[config.mk]
export PLATFORM = sky130hd
export DESIGN_NAME = alu_decoder
export DESIGN_NICKNAME = d
export VERILOG_FILES = /design/src/rtl/alu_decoder.sv
export SDC_FILE = /design/constraint.sdc
export NUM_CORES = 1
export LEC_CHECK = 0
export BUFFER_PORTS_ARGS = -buffer_cell sky130_fd_sc_hd__buf_2
export CORE_ASPECT_RATIO = 0.9
export CORE_MARGIN = 10
export CORE_UTILIZATION = 57
export DETAILED_ROUTE_END_ITERATION = 8
export PLACE_DENSITY_LB_ADDON = 0.2
export REMOVE_ABC_BUFFERS = 1
export SLEW_MARGIN = 20
export SYNTH_ARGS = -nofsm -noshare
export SYNTH_HDL_FRONTEND = slang
export SYNTH_SLANG_ARGS = --single-unit
[constraint.sdc]
create_clock -name clk -period 3.3 [get_ports clk]
set_input_delay 0 -clock clk [delete_from_list [all_inputs] [get_ports clk]]
set_output_delay 0 -clock clk [all_outputs]
set_load 0.1 [all_outputs]
[src/rtl/alu_decoder.sv]
// RV32I issue-side decoder for the 3-bit ALU: valid/ready in, registered valid/ready out
// with a single skid entry. Optional perf counters are built when ALU_DEC_PERF_EN is defined.
module alu_decoder #(
  parameter int XLEN  = 32,
  parameter int CNT_W = 16
) (
  input  logic            clk,
  input  logic            rst_n,
  input  logic            in_valid,
  output logic            in_ready,
  input  logic [31:0]     in_inst,
  input  logic [XLEN-1:0] in_rs1,
  input  logic [XLEN-1:0] in_rs2,
  output logic            out_valid,
  input  logic            out_ready,
  output logic [2:0]      out_opcode,
  output logic [XLEN-1:0] out_left,
  output logic [XLEN-1:0] out_right,
  output logic [4:0]      out_rd,
  output logic            out_illegal
`ifdef ALU_DEC_PERF_EN
  ,
  output logic [CNT_W-1:0] perf_issued,
  output logic [CNT_W-1:0] perf_illegal
`endif
);

  localparam logic [2:0] ALU_ADD = 3'b000;
  localparam logic [2:0] ALU_SUB = 3'b100;
  localparam logic [2:0] ALU_AND = 3'b111;

  localparam logic [6:0] OP_REG = 7'b0110011;
  localparam logic [6:0] OP_IMM = 7'b0010011;

  logic [2:0]      dec_opcode;
  logic [XLEN-1:0] dec_left;
  logic [XLEN-1:0] dec_right;
  logic            dec_illegal;
  logic [XLEN-1:0] imm;

  logic            out_valid_reg;
  logic [2:0]      out_opcode_reg;
  logic [XLEN-1:0] out_left_reg;
  logic [XLEN-1:0] out_right_reg;
  logic [4:0]      out_rd_reg;
  logic            out_illegal_reg;

  logic            skid_full_reg;
  logic [2:0]      skid_opcode_reg;
  logic [XLEN-1:0] skid_left_reg;
  logic [XLEN-1:0] skid_right_reg;
  logic [4:0]      skid_rd_reg;
  logic            skid_illegal_reg;

  logic in_xfer;
  logic out_xfer;

  assign imm = {{(XLEN-12){in_inst[31]}}, in_inst[31:20]};

  always_comb begin
    dec_opcode  = ALU_ADD;
    dec_left    = '0;
    dec_right   = '0;
    dec_illegal = 1'b1;
    case (in_inst[6:0])
      OP_REG: begin
        if (in_inst[14:12] == 3'b000 && in_inst[31:25] == 7'b0000000) begin
          dec_opcode  = ALU_ADD;
          dec_illegal = 1'b0;
        end else if (in_inst[14:12] == 3'b000 && in_inst[31:25] == 7'b0100000) begin
          dec_opcode  = ALU_SUB;
          dec_illegal = 1'b0;
        end else if (in_inst[14:12] == 3'b111 && in_inst[31:25] == 7'b0000000) begin
          dec_opcode  = ALU_AND;
          dec_illegal = 1'b0;
        end
        if (!dec_illegal) begin
          dec_left  = in_rs1;
          dec_right = in_rs2;
        end
      end
      OP_IMM: begin
        if (in_inst[14:12] == 3'b000) begin
          dec_opcode  = ALU_ADD;
          dec_illegal = 1'b0;
        end else if (in_inst[14:12] == 3'b111) begin
          dec_opcode  = ALU_AND;
          dec_illegal = 1'b0;
        end
        if (!dec_illegal) begin
          dec_left  = in_rs1;
          dec_right = imm;
        end
      end
      default: ;
    endcase
  end

  // in_ready comes straight from a flop, so upstream never sees a combinational path.
  assign in_ready = !skid_full_reg;
  assign in_xfer  = in_valid && !skid_full_reg;
  assign out_xfer = out_valid_reg && out_ready;

  always_ff @(posedge clk or negedge rst_n) begin
    if (!rst_n) begin
      out_valid_reg    <= 1'b0;
      out_opcode_reg   <= '0;
      out_left_reg     <= '0;
      out_right_reg    <= '0;
      out_rd_reg       <= '0;
      out_illegal_reg  <= 1'b0;
      skid_full_reg    <= 1'b0;
      skid_opcode_reg  <= '0;
      skid_left_reg    <= '0;
      skid_right_reg   <= '0;
      skid_rd_reg      <= '0;
      skid_illegal_reg <= 1'b0;
    end else begin
      if (out_xfer || !out_valid_reg) begin
        // Skid is older than anything on the input, so it wins the output slot.
        if (skid_full_reg) begin
          out_valid_reg   <= 1'b1;
          out_opcode_reg  <= skid_opcode_reg;
          out_left_reg    <= skid_left_reg;
          out_right_reg   <= skid_right_reg;
          out_rd_reg      <= skid_rd_reg;
          out_illegal_reg <= skid_illegal_reg;
          skid_full_reg   <= 1'b0;
        end else if (in_xfer) begin
          out_valid_reg   <= 1'b1;
          out_opcode_reg  <= dec_opcode;
          out_left_reg    <= dec_left;
          out_right_reg   <= dec_right;
          out_rd_reg      <= in_inst[11:7];
          out_illegal_reg <= dec_illegal;
        end else begin
          out_valid_reg <= 1'b0;
        end
      end else if (in_xfer) begin
        skid_full_reg    <= 1'b1;
        skid_opcode_reg  <= dec_opcode;
        skid_left_reg    <= dec_left;
        skid_right_reg   <= dec_right;
        skid_rd_reg      <= in_inst[11:7];
        skid_illegal_reg <= dec_illegal;
      end
    end
  end

  assign out_valid   = out_valid_reg;
  assign out_opcode  = out_opcode_reg;
  assign out_left    = out_left_reg;
  assign out_right   = out_right_reg;
  assign out_rd      = out_rd_reg;
  assign out_illegal = out_illegal_reg;

`ifdef ALU_DEC_PERF_EN
  logic [CNT_W-1:0] perf_issued_reg;
  logic [CNT_W-1:0] perf_illegal_reg;

  always_ff @(posedge clk or negedge rst_n) begin
    if (!rst_n) begin
      perf_issued_reg  <= '0;
      perf_illegal_reg <= '0;
    end else if (out_xfer) begin
      perf_issued_reg <= perf_issued_reg + 1'b1;
      if (out_illegal_reg) perf_illegal_reg <= perf_illegal_reg + 1'b1;
    end
  end

  assign perf_issued  = perf_issued_reg;
  assign perf_illegal = perf_illegal_reg;
`endif

endmodule

==> impl_results.md <==
- Pre-antenna DRT Iters: 8
- Final hold vios: 0
- Post-synthesis sequential area ratio: 0.556
- Post-DP HPWL: 12100 um
- Die Ht: approximately 120 um
- Fin cells: 1121
- Initial Utilization: 0.580
- Routed WL: 21300 um
- Die width: 133 um
- CTS tree: yes
- IO buf count: 169
- CP Launch Type: input port
- DRT iter0 DRCs: 779
- Fin worst setup slack: 0.190 ns
- Vias in the first global route: a little under 7k
- Crit-path max FO: 24
- Row count: 37
- Share of layout cells above drive strength 1: 0.235
- Period utilization: 0.942
- CTS max path bufs: 2
- Outcome: completed
- Clk_lat worst skew: 0.42 ns
- Worst vdd ir: 0.000591 V
- Final Critical Period: between 3 and 4 ns
- Leakage: between 3 and 4 nW
- Max Clock Skew: 0.00402 ns
- Clock Root Buffer: clkbuf_16
- Clock buffer count from CTS: 17
- DRC Markers: 0
- Routability cong.: 0.792
- Top Ports: 175
- Data arrival time of the worst path: between 3 and 4 ns
- Mapped Area: between 6000 and 7000 sq um
- Total GRT Usage: 0.262
- Largest net degree at the start of global routing: 104
- Gate Count Post-Synth: 723
- Initial antenna violation count: 0
- Synthesized flop and latch total: roughly 150
- Routed wire length per instance: 19.0 um
- Setup WS pre-CTS: 0.958 ns
- Worst setup EP type: flip-flop
- CTS sink cnt: 146
- Total power: ~0.006 W
- RSZ-0062 raised after global routing: no
- Worst path required time: 3.65 ns
- Syn_area_per_cell: 9.10 sq um
- DR vias: 6751
- Overflow after GRT: 0
- Die area: 16200 sq um
- Max_cap viols: 0
- Yosys cell types: 34
- Least-Margin Pin Slew: approximately 1.1 ns
- Clock transition at the registers of the reported paths: around 0.06 ns
- DR vias/cell: approximately 6
- Setup Crit Path Kind: input port to flip-flop
- Power density over the cells: approximately 670 nW/um^2
- H-tree levels: 4
- Post-route ant nets: 0
- Hold WC Path Type: input port to flip-flop
- Area of the core: 11300 sq um
- Fmax achieved: 322 MHz
- # placed instances: 997
- Max Slew Vio Count: 0
- Area grow syn2layout: 35.7%
- Yosys warning count: 0
- Max_slew headroom: 0.259
- Final setup viols: 0
- Global-route wire length before repair: 34600 um
- Nets: 1052
- Diodes inserted: 0
==> stage by stage <==
stage	area [sq um]	hold WS [ns]	TNS (ns)	utilization
global route	8930	0.132	0	0.787
finish	8930	0.128	0	0.787
floorplan	6270	-0.296	-126.95	-
global placement	7480	0.172	0	0.660
CTS	8920	0.105	0	0.787
detailed placement	7480	0.176	0	0.660
==> Yosys cell counts <==
cell,instances,area [sq um]
nor4b_4,1,23.8
o41ai_4,1,27.5
nand2b_1,2,12.5
buf_6,6,67.6
o21ai_0,45,225
or3_1,34,213
nand3_1,5,25.0
a211oi_2,1,12.5
nor2b_1,2,12.5
dfrtp_1,146,3650
nor2_1,70,263
a2111oi_2,1,15.0
o211ai_1,2,15.0
a32oi_1,1,8.76
inv_1,1,3.75
and2_1,1,6.26
nand2_2,1,6.26
o21ai_1,27,135
or4b_1,1,10.0
mux2i_1,5,50.1
a31oi_1,54,338
buf_2,6,30.0
nand4_1,64,400
nand2_1,138,518
nor3_1,1,5.00
buf_4,1,7.51
and3_1,1,6.26
a21oi_1,44,220
a21boi_0,1,7.51
clkbuf_1,53,199
o31ai_1,1,7.51
or4_1,1,7.51
o31a_1,1,8.76
o21ai_2,4,35.0
==> kinds of logic after synthesis <==
logic type	share of synthesized area
AOI/OAI and AO/OA	0.161
buffers and inverters	0.0468
DFF	0.556
muxes	0.00761
and+or+nand+nor	0.229
==> critical path: stages <==
cell and delay, ns:
dlygate4sd3_1 0.54, buf_2 0.13, or4_1 0.68, nor4b_4 0.63, buf_4 0.42, nand4_1 0.19, a31oi_1 0.26, dlygate4sd3_1 0.59
==> final cells by class <==
type / count / area [sq um]
inverters: 1 / 6.26
multi-input cells: 510 / 2650
repair buffers: 276 / 1900
flip-flops and latches: 146 / 3650
fillers: 725 / 2420
clock inverters: 6 / 30.0
clock buffers: 26 / 489
well taps: 156 / 195
==> final timing paths <==
check                                   from                end  slack, ns  cells after the start
setup / recovery                 in_inst[25]  skid_right_reg[3]       0.19                      8
hold / removal                   in_inst[31]  skid_right_reg[9]       0.13                      4
setup reg to reg               skid_full_reg       out_right[0]       0.56                      5
hold reg to reg            skid_left_reg[28]  skid_left_reg[28]       0.48                      2
max in group asynchronous              rst_n  skid_left_reg[14]       2.13                      3
min in group asynchronous              rst_n     skid_rd_reg[1]       0.25                      2
==> power by group <==
| group | internal (W) | total, W | switching [W] |
|---|---|---|---|
| registers | 0.00205 | 0.00220 | 0.000151 |
| logic | 0.000410 | 0.00205 | 0.00164 |
| clock network | 0.00101 | 0.00171 | 0.000697 |
==> what timing repair did <==
item	CTS	global route
hold buffers	92	0
endpoints found under the setup margin	0	1
resized for setup	0	1
setup buffers	0	0
endpoints found under the hold margin	241	0
==> metal layers <==
metal | up-vias | GRT usage | part of all wire
met5 | - | 0 | 0
met4 | 0 | 0.105 | 0.026
met3 | 66 | 0.0782 | 0.10
met2 | 446 | 0.438 | 0.50
met1 | 3216 | 0.313 | 0.37
li1 | 3023 | - | -
==> cell usage in the layout, fill, tap and decap left out, drive strengths merged, types with 2 or more instances in the layout <==
cell type,count
mux2i,5
nand2,139
clkbuf,26
nand4,64
clkinv,6
or3,34
nand2b,2
nor2b,2
nor2,70
dlygate4sd3,92
a31oi,54
buf,184
nand3,5
a21oi,44
o211ai,2
dfrtp,146
o21ai,76
Power figures use the tool's default switching activity.
